File: src/rtl/z80_bus_bridge.sv
// z80_bus_bridge
// Converts tv80s-style CPU bus cycles into a simple level request/ack
// handshake. The CPU is stalled with wait_n until the downstream side
// acknowledges, or until a cycle budget runs out and the cycle is forced
// to complete with 8'hFF read data and a sticky error flag.
//
// Ports
//   clk, reset        : single clock, synchronous active-high reset
//   mreq_n .. rfsh_n  : CPU bus strobes (active-low)
//   A, dout           : CPU address and write data
//   di, wait_n        : read data and wait request back to the CPU
//   req, we, is_io    : downstream request level, write flag, I/O-space flag
//   addr, wdata       : downstream address and write data
//   ack, rdata        : downstream one-cycle completion and its read data
//   err, err_clr      : sticky timeout flag and its clear
module z80_bus_bridge #(
  parameter logic [7:0] IO_PAGE = 8'h10,
  parameter logic [7:0] TIMEOUT = 8'd255
) (
  input  logic        clk,
  input  logic        reset,
  input  logic        mreq_n,
  input  logic        iorq_n,
  input  logic        rd_n,
  input  logic        wr_n,
  input  logic        m1_n,
  input  logic        rfsh_n,
  input  logic [15:0] A,
  input  logic [7:0]  dout,
  output logic [7:0]  di,
  output logic        wait_n,
  output logic        req,
  output logic        we,
  output logic        is_io,
  output logic [15:0] addr,
  output logic [7:0]  wdata,
  input  logic        ack,
  input  logic [7:0]  rdata,
  output logic        err,
  input  logic        err_clr
);

  typedef enum logic [1:0] {
    IDLE = 2'd0,
    REQ  = 2'd1,
    DONE = 2'd2
  } state_t;

  state_t      state_q;
  state_t      state_d;
  logic [7:0]  cnt_q;
  logic [7:0]  di_q;
  logic        start;
  logic        inta;
  logic        timeout_hit;
  logic        timeout_evt;

  // Refresh cycles and interrupt acknowledge are excluded from start.
  assign start = rfsh_n & (~mreq_n | (~iorq_n & m1_n)) & (~rd_n | ~wr_n);
  assign inta  = ~m1_n & ~iorq_n;

  // cnt_q counts completed REQ cycles, so the budget is spent when this
  // cycle would be number TIMEOUT. A zero budget therefore still gives one
  // REQ cycle. Compared in 9 bits so TIMEOUT=0 needs no special case.
  assign timeout_hit = ({1'b0, cnt_q} + 9'd1) >= {1'b0, TIMEOUT};
  assign timeout_evt = (state_q == REQ) && !ack && timeout_hit;

  // State register.
  always_ff @(posedge clk) begin
    if (reset) begin
      state_q <= IDLE;
    end else begin
      state_q <= state_d;
    end
  end

  // Next-state logic; ack takes priority over the timeout.
  always_comb begin
    state_d = state_q;
    case (state_q)
      IDLE: if (start) state_d = REQ;
      REQ:  if (ack || timeout_hit) state_d = DONE;
      DONE: if (rd_n && wr_n) state_d = IDLE;
      default: state_d = IDLE;
    endcase
  end

  // Transaction capture, timeout counter and read-data return.
  always_ff @(posedge clk) begin
    if (reset) begin
      we    <= 1'b0;
      is_io <= 1'b0;
      addr  <= 16'h0000;
      wdata <= 8'h00;
      di_q  <= 8'hFF;
      cnt_q <= 8'd0;
    end else begin
      if (state_q == IDLE && start) begin
        we    <= ~wr_n;
        is_io <= ~iorq_n;
        wdata <= dout;
        addr  <= (~iorq_n) ? {IO_PAGE, A[7:0]} : A;
        cnt_q <= 8'd0;
      end
      if (state_q == REQ) begin
        if (ack) begin
          if (!we) di_q <= rdata;
        end else if (timeout_hit) begin
          if (!we) di_q <= 8'hFF;
        end else if (cnt_q != TIMEOUT) begin
          cnt_q <= cnt_q + 8'd1;
        end
      end
    end
  end

  // Sticky error; a timeout in the same cycle beats err_clr.
  always_ff @(posedge clk) begin
    if (reset) begin
      err <= 1'b0;
    end else if (timeout_evt) begin
      err <= 1'b1;
    end else if (err_clr) begin
      err <= 1'b0;
    end
  end

  assign req    = (state_q == REQ);
  assign di     = inta ? 8'hFF : di_q;
  assign wait_n = reset ? 1'b1 : !((state_q == IDLE && start) || state_q == REQ);

endmodule

File: config.mk
export PLATFORM = sky130hd
export DESIGN_NAME = z80_bus_bridge
export DESIGN_NICKNAME = d
export VERILOG_FILES = /design/src/rtl/z80_bus_bridge.sv
export SDC_FILE = /design/constraint.sdc
export NUM_CORES = 1
export LEC_CHECK = 0
export CAP_MARGIN = 25
export CORE_UTILIZATION = 44
export CTS_CLUSTER_DIAMETER = 80
export CTS_CLUSTER_SIZE = 40
export DETAILED_ROUTE_END_ITERATION = 6
export GPL_ROUTABILITY_DRIVEN = 0
export PLACE_DENSITY = 0.8
export SYNTH_ARGS = -nofsm -noshare
export SYNTH_HDL_FRONTEND = slang
export SYNTH_SLANG_ARGS = --single-unit
File: constraint.sdc
create_clock -name clk -period 2.7 [get_ports clk]
set_input_delay 0.27 -clock clk [delete_from_list [all_inputs] [get_ports clk]]
set_output_delay 0.27 -clock clk [all_outputs]
set_load 0.01 [all_outputs]
### Word level (Yosys, flattened, before mapping)

Cells that the tools add are included.

| operators by class | value |
|---|---|
| $add $sub $neg | 2 |
| $lt $le $gt $ge | 1 |
| equal/unequal tests | 8 |
| mux-type cells | 18 |
| bitwise gates (word level) | 11 |
| reduce and logical (&&, ||, !) cells | 13 |

Operator list:

| operator | number |
|---|---|
| 8-bit two-way mux | 10 |
| 16-bit two-way mux | 1 |
| 8-bit by 1-bit adder with 9-bit output, second input constant | 1 |
| 9-bit by 8-bit greater-or-equal comparator with 1-bit output, second input constant | 1 |
| 8-bit by 1-bit adder with 8-bit output, second input constant | 1 |
| 2-bit != test, second input constant | 4 |
| 8-bit != test, second input constant | 1 |
| 2-bit two-way mux | 3 |
| 2-bit one-hot mux with 3 select lines | 1 |
| 1-bit NOT | 5 |
| 1-bit AND | 4 |
| 1-bit logical AND | 4 |
| 4-bit AND reduction | 1 |
| 2-bit nonzero test | 2 |
| 1-bit two-way mux | 3 |
| 3-bit AND reduction | 1 |
| 2-bit by 1-bit equality test with 1-bit output, second input constant | 1 |
| 2-bit equality test, second input constant | 1 |
| 1-bit logical NOT | 2 |
| 2-bit logical NOT | 1 |
| 1-bit logical OR | 2 |
| 2-bit by 1-bit != test with 1-bit output, second input constant | 1 |
| 1-bit bitwise OR | 2 |

| word-level totals | value |
|---|---|
| bits in registers | 45 |
| input bits | 42 |
| word-level logic and storage cells | 61 |

### Depth between registers and ports, before layout

| logic depth | value |
|---|---|
| word-level depth | 11 |
| depth in mapped cells | 8 |

### Worst setup path before layout

No wires, ideal clock.

| path | value |
|---|---|
| path type | flip-flop to flip-flop |
| from | reg cnt_q[0] |
| to | reg cnt_q[0] |
| library setup time | 0.123 ns |
| arrival time | 1.919 ns |
| required time | 2.577 ns |
| slack | 0.658 ns |
| stages on the path, launching flop included | 9 |
| buffers on the path | 0 |
| period minus slack after synthesis | 2.042 ns |
| cells stage by stage | dfxtp_1 > inv_1 > ha_1 > o21bai_1 > nand3_1 > o21a_1 > a22oi_4 > nor2_2 > mux2_1 |

| between the ends | value |
|---|---|
| longest elaborated chain between the ends | 5 |
| elaborated cells on any way between the ends | 9 |
| those cells by class | add/sub: 2; order compare: 1; eq/ne: 1; mux: 5 |

Ends and longest elaborated chain:

| element | RTL line | text |
|---|---|---|
| start: declaration | 51 | `logic [7:0] cnt_q;` |
| start signal: assignment | 111 | `cnt_q <= cnt_q + 8'd1;` |
| 8-bit by 1-bit adder with 9-bit output, or another cell as far along | 65 | `assign timeout_hit = ({1'b0, cnt_q} + 9'd1) >= {1'b0, TIMEOUT};` |
| 9-bit by 8-bit greater-or-equal comparator with 1-bit output / 8-bit two-way mux (equally long branches) | 65, 110 |  |
| 8-bit two-way mux | 108 | `end else if (timeout_hit) begin` |
| 8-bit two-way mux | 106 | `if (ack) begin` |
| 8-bit two-way mux * | 105 | `if (state_q == REQ) begin` |

Mark *: on every way between the ends. The rest lies on a longest branch, timed or not.
A chain may end at the register's enable or synchronous reset.

### Worst setup path after layout

Ends and elaborated chain as after synthesis.

==> impl_metrics.csv <==
group,metric,value,unit
floorplan,ios,79,
routing,vias,2047,
logic_synthesis,synth-async-reset-ratio,0,%
global_route,antenna_found_initial,0,
pwr,power.density,495,mW/mm^2
critical_path,worstPathMaxFanout,10,
pwr,power_frac_comb,16.6,%
logic_synthesis,synth_seq_area_share,43.5,%
clock_network,cts_resized,0,
logic_synthesis,synth-edff-count,0,
critical_path,slowest_stage,"dfxtp_1",
clock_network,cts_tree,"done",
clock_network,clockBufferDepth,2,
floorplan,core_area,0.00444,mm^2
global_route,grt_pass1_vias,1876,
critical_path,cp-start-kind,"flop",
placed_design,io_buffers,78,
outcome,violations,"design-rule violations",
clock_network,htree_levels,2,
cells_and_area,drive_above_1_share,9.17,%
floorplan,initial_utilization,46.6,%
pwr,switchingPower,367,uW
routing,first_iter_violations,156,
floorplan,die_area,0.00498,mm^2
sta,drv_slew,0,
global_route,grtUsageMet1,27.6,%
pwr,clkPwrFrac,36.2,%
sta,maxSlewHeadroom,66.4,%
routing,ant_nets,0,
routing,wire_per_inst,14.0,um
clock_network,post_cts_buffers,0,
pwr,ir_worst_vdd,372,uV
clock_network,holdBufCountCts,0,
sta,worst_pin_slew,0.502,ns
sta,holdWs,0.454,ns
global_route,grt_max_degree,33,
sta,fmax,0.428,GHz
global_route,grt.overflow.total,0,
logic_synthesis,netlist_instances,251,
global_route,gr-max-usage-layer,"met2",
sta,setup_violations,0,
logic_synthesis,synthesis.area,0.00207,mm^2
logic_synthesis,syn_avg_cell_area,8.25,um^2
clock_network,insertion_delay,0.30,ns
hold_path,whs_endpoint,"wdata[3]",
clock_network,cts.sinks,45,
floorplan,core.rowCount,24,
sta,rsz0062_at_grt,"false",
placed_design,hpwl,3760,um
hold_path,hold_start,"wdata[3]",
logic_synthesis,syn_nets,295,
critical_path,r2r_start,"cnt_q[0]",
logic_synthesis,synth_cell_types,43,
routing,via_per_inst,5.40,
sta,hold_violations,0,
clock_network,root_buffer,"clkbuf_8",
pwr,seqPwrFrac,47.3,%
cells_and_area,final_net_count,370,
sta,period_minus_slack,2.34,ns
global_route,grt_use_total,22.1,%
clock_network,cts_buffers,5,
critical_path,worstPathRequired,2.89,ns
sta,setup_slack,0.363,ns
global_route,use_met2,34.8,%
sta,finalClockSkew,0.00609,ns
logic_synthesis,synth-seq-cells,45,
pwr,p_leak,0.00109,uW
critical_path,crit_arrival,2.53,ns
critical_path,crit_chain,"inv_1, ha_1, o21bai_1, nand3_1, o21a_1, a22oi_4, nor2_2, mux2_1",
clock_network,clk_pin_slew,0.08,ns
critical_path,r2r_slack,0.36,ns
critical_path,reg2reg_to,"cnt_q[0]",
cells_and_area,syn_to_final_growth,45.7,%
job,drv_cap,0,
critical_path,worst-r2r-cell-count,8,
floorplan,die_h,70.6,um
critical_path,crit_path_max_incr_delay,0.44,ns
pwr,switching_share,24.6,%
floorplan,fp.dieW,70.6,um
routing,drc_errors,12,
critical_path,endpoint_kind,"flop",
placed_design,preCtsSetupSlack,0.402,ns
hold_path,worstHoldPathType,"flop to flop",
global_route,grt_pass1_wl,8650,um
routing,totalWireLength,5320,um
sta,tns,0,ns
pwr,p_int,1130,uW
cells_and_area,diodes,0,
routing,drtPass1Iterations,7,
logic_synthesis,yosys_warnings,0,
hold_path,min_path_cells,2,
outcome,outcome,"finished with violations",
sta,timing.final.crit_share,86.6,%
global_route,grt_use_met3,7.69,%
logic_synthesis,ys.flop_type,"dfxtp_1",
critical_path,criticalPathCategory,"flop to flop",
==> per-stage QoR <==
stage               total power (uW)  util [%]  std cells  instance area [um^2]
floorplan                        828         -        251                  2070
global placement                 965      65.2        371                  2900
detailed placement               970      65.2        371                  2900
CTS                             1500      67.9        379                  3020
global route                    1560      67.9        379                  3020
finish                          1490      67.9        379                  3020
==> worst max-delay path by stage <==
stage               endpoint  startpoint  depth (start not counted)
global route        cnt_q[0]    cnt_q[0]                          8
global placement    cnt_q[3]         ack                          6
floorplan           cnt_q[0]    cnt_q[0]                          8
finish              cnt_q[0]    cnt_q[0]                          8
detailed placement  cnt_q[0]    cnt_q[0]                          8
CTS                 cnt_q[0]    cnt_q[0]                          8
==> synthesized netlist by cell type (2+ instances only) <==
cell | count | share of area (%)
a21oi_1 | 30 | 7.3
nor2b_1 | 5 | 1.5
or2_2 | 8 | 2.4
o21ai_1 | 3 | 0.72
clkbuf_1 | 14 | 2.5
ha_1 | 2 | 1.2
and3_1 | 4 | 1.2
xnor2_1 | 2 | 0.85
nand2_1 | 43 | 7.8
nor2_2 | 2 | 0.60
a221o_1 | 5 | 2.4
nor3_1 | 2 | 0.48
nor2_1 | 21 | 3.8
o311ai_1 | 8 | 3.4
nor3b_1 | 2 | 0.72
nand4_1 | 2 | 0.60
dfxtp_1 | 45 | 44
a211oi_1 | 3 | 1.1
inv_1 | 4 | 0.72
o21ai_0 | 9 | 2.2
nand2b_1 | 2 | 0.60
nand3_1 | 14 | 3.4
==> final cells by class <==
type / count / area, um^2
clock buffers: 6 / 82.6
clock inverters: 2 / 37.5
fillers: 376 / 1430
inverters: 4 / 15.0
multi-input cells: 187 / 1100
flip-flops and latches: 45 / 901
well taps: 52 / 65.1
repair buffers: 83 / 818
==> power groups by stage <==
stage	sequential, uW	combinational [uW]	clock [uW]
2_1_floorplan	730	97.9	0
3_3_place_gp	720	245	0
3_5_place_dp	722	248	0
4_1_cts	706	249	548
5_1_grt	710	269	582
6_report	706	247	540
==> registers in the layout, indices dropped and copies added, names as in the netlist <==
name	count
err	1
cnt_q	8
di_q	8
addr	16
is_io	1
state_q	2
wdata	8
we	1
==> cells in the final DEF, fill, tap and decap left out, drive strengths merged, types with 5 or more instances in the layout <==
cell type / n
o21ai: 12
a21oi: 30
dfxtp: 45
clkdlybuf4s50: 78
buf: 5
nor2: 23
clkbuf: 6
nor2b: 6
a221o: 5
nand3: 15
o311ai: 8
nand2: 43
or2: 8
==> metal layers <==
layer,part of all wire [%],vias to the layer above,wire length [um]
met5,0,-,0
li1,-,1037,-
met4,1.9,0,101
met1,44,923,2360
met3,8.7,10,463
met2,45,77,2390
==> logic make-up (layout without fill, tap and decap cells) <==
family	Yosys count	after routing	share of synthesized area [%]
fa+ha+maj	2	2	1.21
buf+inv	19	95	3.50
compound gates	66	66	21.0
simple gates	115	115	28.9
flops	45	45	43.5
xor+xnor	2	2	0.846
mux	2	2	1.03
==> critical path: cells and delay by family (launching register included) <==
family | cells | cell delay (ns)
flip-flops | 1 | 0.44
adder cells (fa/ha/maj) | 1 | 0.32
multiplexers | 1 | 0.32
buffers and inverters | 1 | 0.10
AND/OR/NAND/NOR | 2 | 0.26
AO/OA/AOI/OAI | 3 | 0.79
(Power assumes the default switching activity.)
